--- src/rtl/rv32i_lsu.sv ---
`default_nettype none
// ============================================================================
// Module   : rv32i_lsu
// Purpose  : Load/store unit between the rv32i execute stage and a BUS_W-wide
//            data-memory bus. Steers store bytes onto bus lanes, generates
//            byte enables, sign/zero-extends loads and optionally splits
//            accesses that straddle a bus word into two beats. One request
//            outstanding at a time; completion is a one-cycle pulse.
// Ports    : clk, reset_n (async, active-low)
//            req_valid/req_ready handshake; req_op (0 load, 1 store),
//            req_funct3, req_addr, req_wdata
//            resp_valid pulse with resp_rdata / resp_err
//            mem_req held until mem_ack; mem_we, mem_addr (word aligned),
//            mem_be, mem_wdata; mem_ack with same-cycle mem_rdata
// Revision : 1.0  initial release
// ============================================================================
module rv32i_lsu #(
   parameter int BUS_W          = 32,
   parameter int ADDR_W         = 32,
   parameter int MISALIGN_SPLIT = 1
) (
   input  logic                 clk,
   input  logic                 reset_n,
   input  logic                 req_valid,
   output logic                 req_ready,
   input  logic                 req_op,
   input  logic [2:0]           req_funct3,
   input  logic [ADDR_W-1:0]    req_addr,
   input  logic [31:0]          req_wdata,
   output logic                 resp_valid,
   output logic [31:0]          resp_rdata,
   output logic                 resp_err,
   output logic                 mem_req,
   output logic                 mem_we,
   output logic [ADDR_W-1:0]    mem_addr,
   output logic [BUS_W/8-1:0]   mem_be,
   output logic [BUS_W-1:0]     mem_wdata,
   input  logic                 mem_ack,
   input  logic [BUS_W-1:0]     mem_rdata
);

   localparam int BUS_B = BUS_W / 8;
   localparam int OFF_W = $clog2(BUS_B);

   typedef enum logic [1:0] {
      S_IDLE  = 2'd0,
      S_BEAT0 = 2'd1,
      S_BEAT1 = 2'd2,
      S_RESP  = 2'd3
   } state_t;

   state_t                r_state;
   state_t                w_state_nxt;

   logic                  r_op;
   logic [2:0]            r_funct3;
   logic [OFF_W-1:0]      r_off;
   logic                  r_split;
   logic                  r_err;
   logic [BUS_B-1:0]      r_be_hi;
   logic [BUS_W-1:0]      r_wd_hi;
   logic [BUS_W-1:0]      r_rdata_lo;
   logic [31:0]           r_rdata;
   logic                  r_mem_req;
   logic                  r_mem_we;
   logic [ADDR_W-1:0]     r_mem_addr;
   logic [BUS_B-1:0]      r_mem_be;
   logic [BUS_W-1:0]      r_mem_wdata;

   // ---------------- request decode (valid only in IDLE) ----------------
   logic [OFF_W-1:0]      w_off;
   logic [2:0]            w_size;
   logic [1:0]            w_align_mask;
   logic [3:0]            w_byte_mask;
   logic                  w_illegal;
   logic                  w_misal;
   logic                  w_err;
   logic [OFF_W:0]        w_end;
   logic                  w_split;
   logic [2*BUS_B-1:0]    w_be_win;
   logic [31:0]           w_wd_masked;
   logic [2*BUS_W-1:0]    w_wd_win;
   logic [ADDR_W-1:0]     w_word0;

   assign w_off = req_addr[OFF_W-1:0];

   always_comb begin
      w_size       = 3'd4;
      w_align_mask = 2'b11;
      w_byte_mask  = 4'b1111;
      case (req_funct3[1:0])
         2'b00: begin w_size = 3'd1; w_align_mask = 2'b00; w_byte_mask = 4'b0001; end
         2'b01: begin w_size = 3'd2; w_align_mask = 2'b01; w_byte_mask = 4'b0011; end
         default: ;
      endcase
   end

   assign w_illegal = req_op ? (req_funct3[2] | (req_funct3 == 3'b011))
                             : ((req_funct3 == 3'b011) | (req_funct3 == 3'b110) |
                                (req_funct3 == 3'b111));
   assign w_misal   = (req_addr[1:0] & w_align_mask) != 2'b00;
   assign w_err     = w_illegal | (w_misal & (MISALIGN_SPLIT == 0));

   // End offset past the last byte; beyond BUS_B means the access spills
   // into the next bus word.
   assign w_end     = {1'b0, w_off} + (OFF_W+1)'(w_size);
   assign w_split   = w_end > (OFF_W+1)'(BUS_B);

   // Two-word windows: low half feeds beat 0, high half feeds beat 1.
   assign w_be_win    = {{(2*BUS_B-4){1'b0}}, w_byte_mask} << w_off;
   assign w_wd_masked = req_wdata & {{8{w_byte_mask[3]}}, {8{w_byte_mask[2]}},
                                     {8{w_byte_mask[1]}}, {8{w_byte_mask[0]}}};
   assign w_wd_win    = req_op ? ({{(2*BUS_W-32){1'b0}}, w_wd_masked} << {w_off, 3'b000})
                               : '0;
   assign w_word0     = {req_addr[ADDR_W-1:OFF_W], {OFF_W{1'b0}}};

   // ---------------- load assembly and extension ----------------
   logic [BUS_W-1:0]      w_lo;
   logic [BUS_W-1:0]      w_hi;
   logic [31:0]           w_ld_raw;
   logic [31:0]           w_ld_res;

   assign w_lo     = (r_state == S_BEAT1) ? r_rdata_lo : mem_rdata;
   assign w_hi     = (r_state == S_BEAT1) ? mem_rdata  : '0;
   assign w_ld_raw = 32'({w_hi, w_lo} >> {r_off, 3'b000});

   always_comb begin
      w_ld_res = w_ld_raw;
      case (r_funct3)
         3'b000:  w_ld_res = {{24{w_ld_raw[7]}},  w_ld_raw[7:0]};
         3'b001:  w_ld_res = {{16{w_ld_raw[15]}}, w_ld_raw[15:0]};
         3'b100:  w_ld_res = {24'h0, w_ld_raw[7:0]};
         3'b101:  w_ld_res = {16'h0, w_ld_raw[15:0]};
         default: ;
      endcase
      if (r_op) w_ld_res = '0;
   end

   // ---------------- FSM ----------------
   always_ff @(posedge clk or negedge reset_n) begin
      if (!reset_n) r_state <= S_IDLE;
      else          r_state <= w_state_nxt;
   end

   always_comb begin
      w_state_nxt = r_state;
      case (r_state)
         S_IDLE:  if (req_valid) w_state_nxt = w_err ? S_RESP : S_BEAT0;
         S_BEAT0: if (mem_ack)   w_state_nxt = r_split ? S_BEAT1 : S_RESP;
         S_BEAT1: if (mem_ack)   w_state_nxt = S_RESP;
         S_RESP:                 w_state_nxt = S_IDLE;
         default:                w_state_nxt = S_IDLE;
      endcase
   end

   // ---------------- datapath / registered bus outputs ----------------
   always_ff @(posedge clk or negedge reset_n) begin
      if (!reset_n) begin
         r_op        <= 1'b0;
         r_funct3    <= '0;
         r_off       <= '0;
         r_split     <= 1'b0;
         r_err       <= 1'b0;
         r_be_hi     <= '0;
         r_wd_hi     <= '0;
         r_rdata_lo  <= '0;
         r_rdata     <= '0;
         r_mem_req   <= 1'b0;
         r_mem_we    <= 1'b0;
         r_mem_addr  <= '0;
         r_mem_be    <= '0;
         r_mem_wdata <= '0;
      end else begin
         case (r_state)
            S_IDLE: if (req_valid) begin
               r_op     <= req_op;
               r_funct3 <= req_funct3;
               r_off    <= w_off;
               r_split  <= w_split;
               r_err    <= w_err;
               r_be_hi  <= w_be_win[2*BUS_B-1:BUS_B];
               r_wd_hi  <= w_wd_win[2*BUS_W-1:BUS_W];
               r_rdata  <= '0;
               if (!w_err) begin
                  r_mem_req   <= 1'b1;
                  r_mem_we    <= req_op;
                  r_mem_addr  <= w_word0;
                  r_mem_be    <= w_be_win[BUS_B-1:0];
                  r_mem_wdata <= w_wd_win[BUS_W-1:0];
               end
            end
            S_BEAT0, S_BEAT1: if (mem_ack) begin
               if ((r_state == S_BEAT0) && r_split) begin
                  r_rdata_lo  <= mem_rdata;
                  r_mem_addr  <= r_mem_addr + ADDR_W'(BUS_B);
                  r_mem_be    <= r_be_hi;
                  r_mem_wdata <= r_wd_hi;
               end else begin
                  r_rdata     <= w_ld_res;
                  r_mem_req   <= 1'b0;
                  r_mem_we    <= 1'b0;
                  r_mem_be    <= '0;
                  r_mem_wdata <= '0;
               end
            end
            default: ;
         endcase
      end
   end

   assign req_ready  = (r_state == S_IDLE);
   assign resp_valid = (r_state == S_RESP);
   assign resp_rdata = resp_valid ? r_rdata : '0;
   assign resp_err   = resp_valid & r_err;
   assign mem_req    = r_mem_req;
   assign mem_we     = r_mem_we;
   assign mem_addr   = r_mem_addr;
   assign mem_be     = r_mem_be;
   assign mem_wdata  = r_mem_wdata;

endmodule
`default_nettype wire
--- config.mk ---
export PLATFORM = sky130hd
export DESIGN_NAME = rv32i_lsu
export DESIGN_NICKNAME = d
export VERILOG_FILES = /design/src/rtl/rv32i_lsu.sv
export SDC_FILE = /design/constraint.sdc
export NUM_CORES = 1
export LEC_CHECK = 0
export BUFFER_PORTS_ARGS = -buffer_cell sky130_fd_sc_hd__buf_4
export CORE_MARGIN = 4
export CORE_UTILIZATION = 30
export CTS_BUF_LIST = sky130_fd_sc_hd__clkbuf_8 sky130_fd_sc_hd__clkbuf_16
export DETAILED_ROUTE_END_ITERATION = 12
export MAX_ROUTING_LAYER = met4
export REMOVE_ABC_BUFFERS = 1
export SYNTH_ARGS = -nofsm -noshare
export SYNTH_HDL_FRONTEND = slang
export SYNTH_SLANG_ARGS = --single-unit
--- constraint.sdc ---
create_clock -name clk -period 3.5 [get_ports clk]
set_input_delay 0.7 -clock clk [delete_from_list [all_inputs] [get_ports clk]]
set_output_delay 0.7 -clock clk [all_outputs]
set_load 0.05 [all_outputs]
==> reports/metrics.yaml <==
place:
  routabilityCongestion: 0.850
  io_buffers: 206
  dp.final_hpwl_mm: 22.4
  place_area_mm2: 0.0118
  dp.cells: 1618
  preCtsSetupSlack_ns: 0.558
synthesis:
  yosys.area.top_type: "dfrtp_1"
  synth_edf_count: 0
  synth_top_area_share_pct: 42.7
  async_reset_ff_share_pct: 100
  yosys-top-cells-count: "dfrtp_1, nand2_1, o21ai_0, nor2_1, mux2_2"
  synth_area_mm2: 0.00990
  syn_inst: 1023
  synth_cell_type_count: 72
  ys.flop_type: "dfrtp_1"
  ys_ff_latch: 169
  yosysSeqAreaShare_pct: 42.7
  synth.area.top_cells: "dfrtp_1, mux2_2, mux2i_1"
  synth_most_common_cell: "dfrtp_1"
  synth_area_per_cell_um2: 9.68
  ys.warnings.count: 0
setup_path:
  slowest_delay_ns: 0.58
  end_kind: "flip-flop"
  slowest_stage: "nand3_2"
  cp_max_fo: 27
  crit_type: "reg -> reg"
  path_buf_inv: 1
  critPathLaunchType: "flip-flop"
  worstPathCellList: "inv_1 -> ha_1 -> mux2i_1 -> o21ba_1 -> nand3_2 -> o221a_2"
  arrival_ns: 3.30
  crit_family: "compound AO/OA/AOI/OAI gates"
  crit_required_ns: 3.82
global_routing:
  grt_first_pass_wirelength_mm: 51.1
  antenna_found_initial: 1
  grt_start_max_net_pins: 107
  grt_pass1_vias: 8816
  grtUsageTotal_pct: 18.4
  grt_overflow: 0
timing:
  max_freq_ghz: 0.335
  totalNegativeSetupSlack_ns: 0
  maxSlewViolCount: 0
  tightest_slew_ns: 1.11
  fin_crit_sh_pct: 85.2
  rsz0062_at_grt: "false"
  setup_ws_ns: 0.517
  setup_violations: 0
  slew_headroom_pct: 25.8
  min_period_ns: 2.98
  fin_skew_ns: 0.00925
  hold_viol: 0
  holdWs_ns: 0.360
die:
  rows: 66
  die_y_um: 190
  ioPinCount: 209
  core-area_mm2: 0.0325
  die_x_um: 190
  die_area_mm2: 0.0360
  initial_utilization_pct: 30.4
clock_tree:
  clk_path_buf_depth: 2
  root_buffer: "clkbuf_16"
  cts.clk_slew.worst_paths_ns: 0.07
  cts_resized: 0
  clk_latency_ns: 0.44
  cts.sinks: 169
  cts_hold_buf: 0
  post-cts-setup-buffers: 0
  cts_max_level: 4
  cts_tree: "built"
  cts_buffers: 17
pwr:
  p_leak_nw: 5.52
  pwr_density_cell_mw_per_mm2: 953
  power_mw: 11.8
  ir_worst_vdd_mv: 0.514
layout:
  fillers: 3350
  finalNonFillerCells: 1651
  drive_gt1_share_pct: 30.8
  syn_to_final_growth_pct: 25.0
  stdcell_area_mm2: 0.0124
  nets: 1307
  multi_input_area_mm2: 0.00523
  regArea_mm2: 0.00423
  final_core_util_pct: 38.0
drt:
  vias: 8815
  postRouteAntennaNets: 0
  drtIter0Drc: 721
  drc_errors: 0
  wl_per_cell_um: 19.6
  first_pass_iters: 5
  vias_per_cell: 5.34
  wirelength_mm: 32.3
outcome:
  outcome: "completed"
run:
  max_cap_viol_count: 0
hold_path:
  hold_class: "in -> async"
[worst paths after layout]
| kind | startpoint | end | slack (ns) | cells past startpoint |
|---|---|---|---|---|
| max | r_state[0] | mem_addr[6] | 0.52 | 6 |
| min | reset_n | mem_addr[10] | 0.36 | 1 |
| max reg2reg | r_state[0] | mem_addr[6] | 0.52 | 6 |
| min reg2reg | r_rdata[27] | r_rdata[27] | 0.47 | 2 |
| max in group asynchronous | reset_n | r_wd_hi[18] | 2.24 | 2 |
| min in group clk | r_rdata[27] | r_rdata[27] | 0.47 | 2 |
[where the power goes]
group	leakage, nW	internal [mW]	total, mW	switching [mW]
registers	2.21	2.72	3.37	0.651
logic	3.03	2.35	6.51	4.16
clock network	0.284	1.02	1.92	0.898
[kinds of logic after synthesis]
logic type | synth area share [%]
buffers and inverters | 4.56
flip-flops | 42.7
adder cells (fa/ha/maj) | 1.09
AND/OR/NAND/NOR | 17.5
other | 0.0379
multiplexers | 14.4
AO/OA/AOI/OAI | 19.7
[placed cells by master, fill, tap and decap left out, drive strengths merged, types with 6 or more instances in the layout]
master and instances:
o31ai 12, dfrtp 169, and3 10, nand4 15, nor3 18, nand3 27, buf 231, clkinv 6
a32o 8, a21oi 37, a32oi 8, clkbuf 18, a221oi 16, a31oi 10, ha 7, mux2i 49
mux4 14, o22ai 21, and4 6, o221a 11, mux2 55, a22oi 8, or3 9, nor2 75
nand2b 6, nand2 132, a22o 18, nor4 6, and2 38, o21ai 102, inv 16
[worst reg2reg max path, stage by stage, from the launching register on]
cell     delay, ns
dfrtp_1       0.43
inv_1         0.11
ha_1          0.52
mux2i_1       0.19
o21ba_1       0.56
nand3_2       0.58
o221a_2       0.46
[cell type report]
class                           count  area share, %
Antenna cell                        1         0.0202
Clock buffer                       18           3.55
Clock inverter                     14           1.15
Inverter                           11          0.334
Multi-Input combinational cell    765           42.3
Sequential cell                   169           34.2
Tap cell                          442           4.47
Timing Repair Buffer              231           14.0
[sequential cells by signal (all words and copies together) (netlist names), 2 cells and up]
signal	cells
mem_wdata	32
r_rdata	32
r_rdata_lo	32
mem_addr	30
r_wd_hi	24
mem_be	4
r_be_hi	3
r_funct3	3
r_off	2
r_state	2
[metal layers]
metal	share of wire [%]	routed length, um	global-route usage [%]
met2	47	15200	28.6
met3	5.5	1780	3.60
met5	0	0	-
met1	45	14700	24.7
met4	2.0	637	5.37
Note: power is estimated with default switching activity, not from simulation.
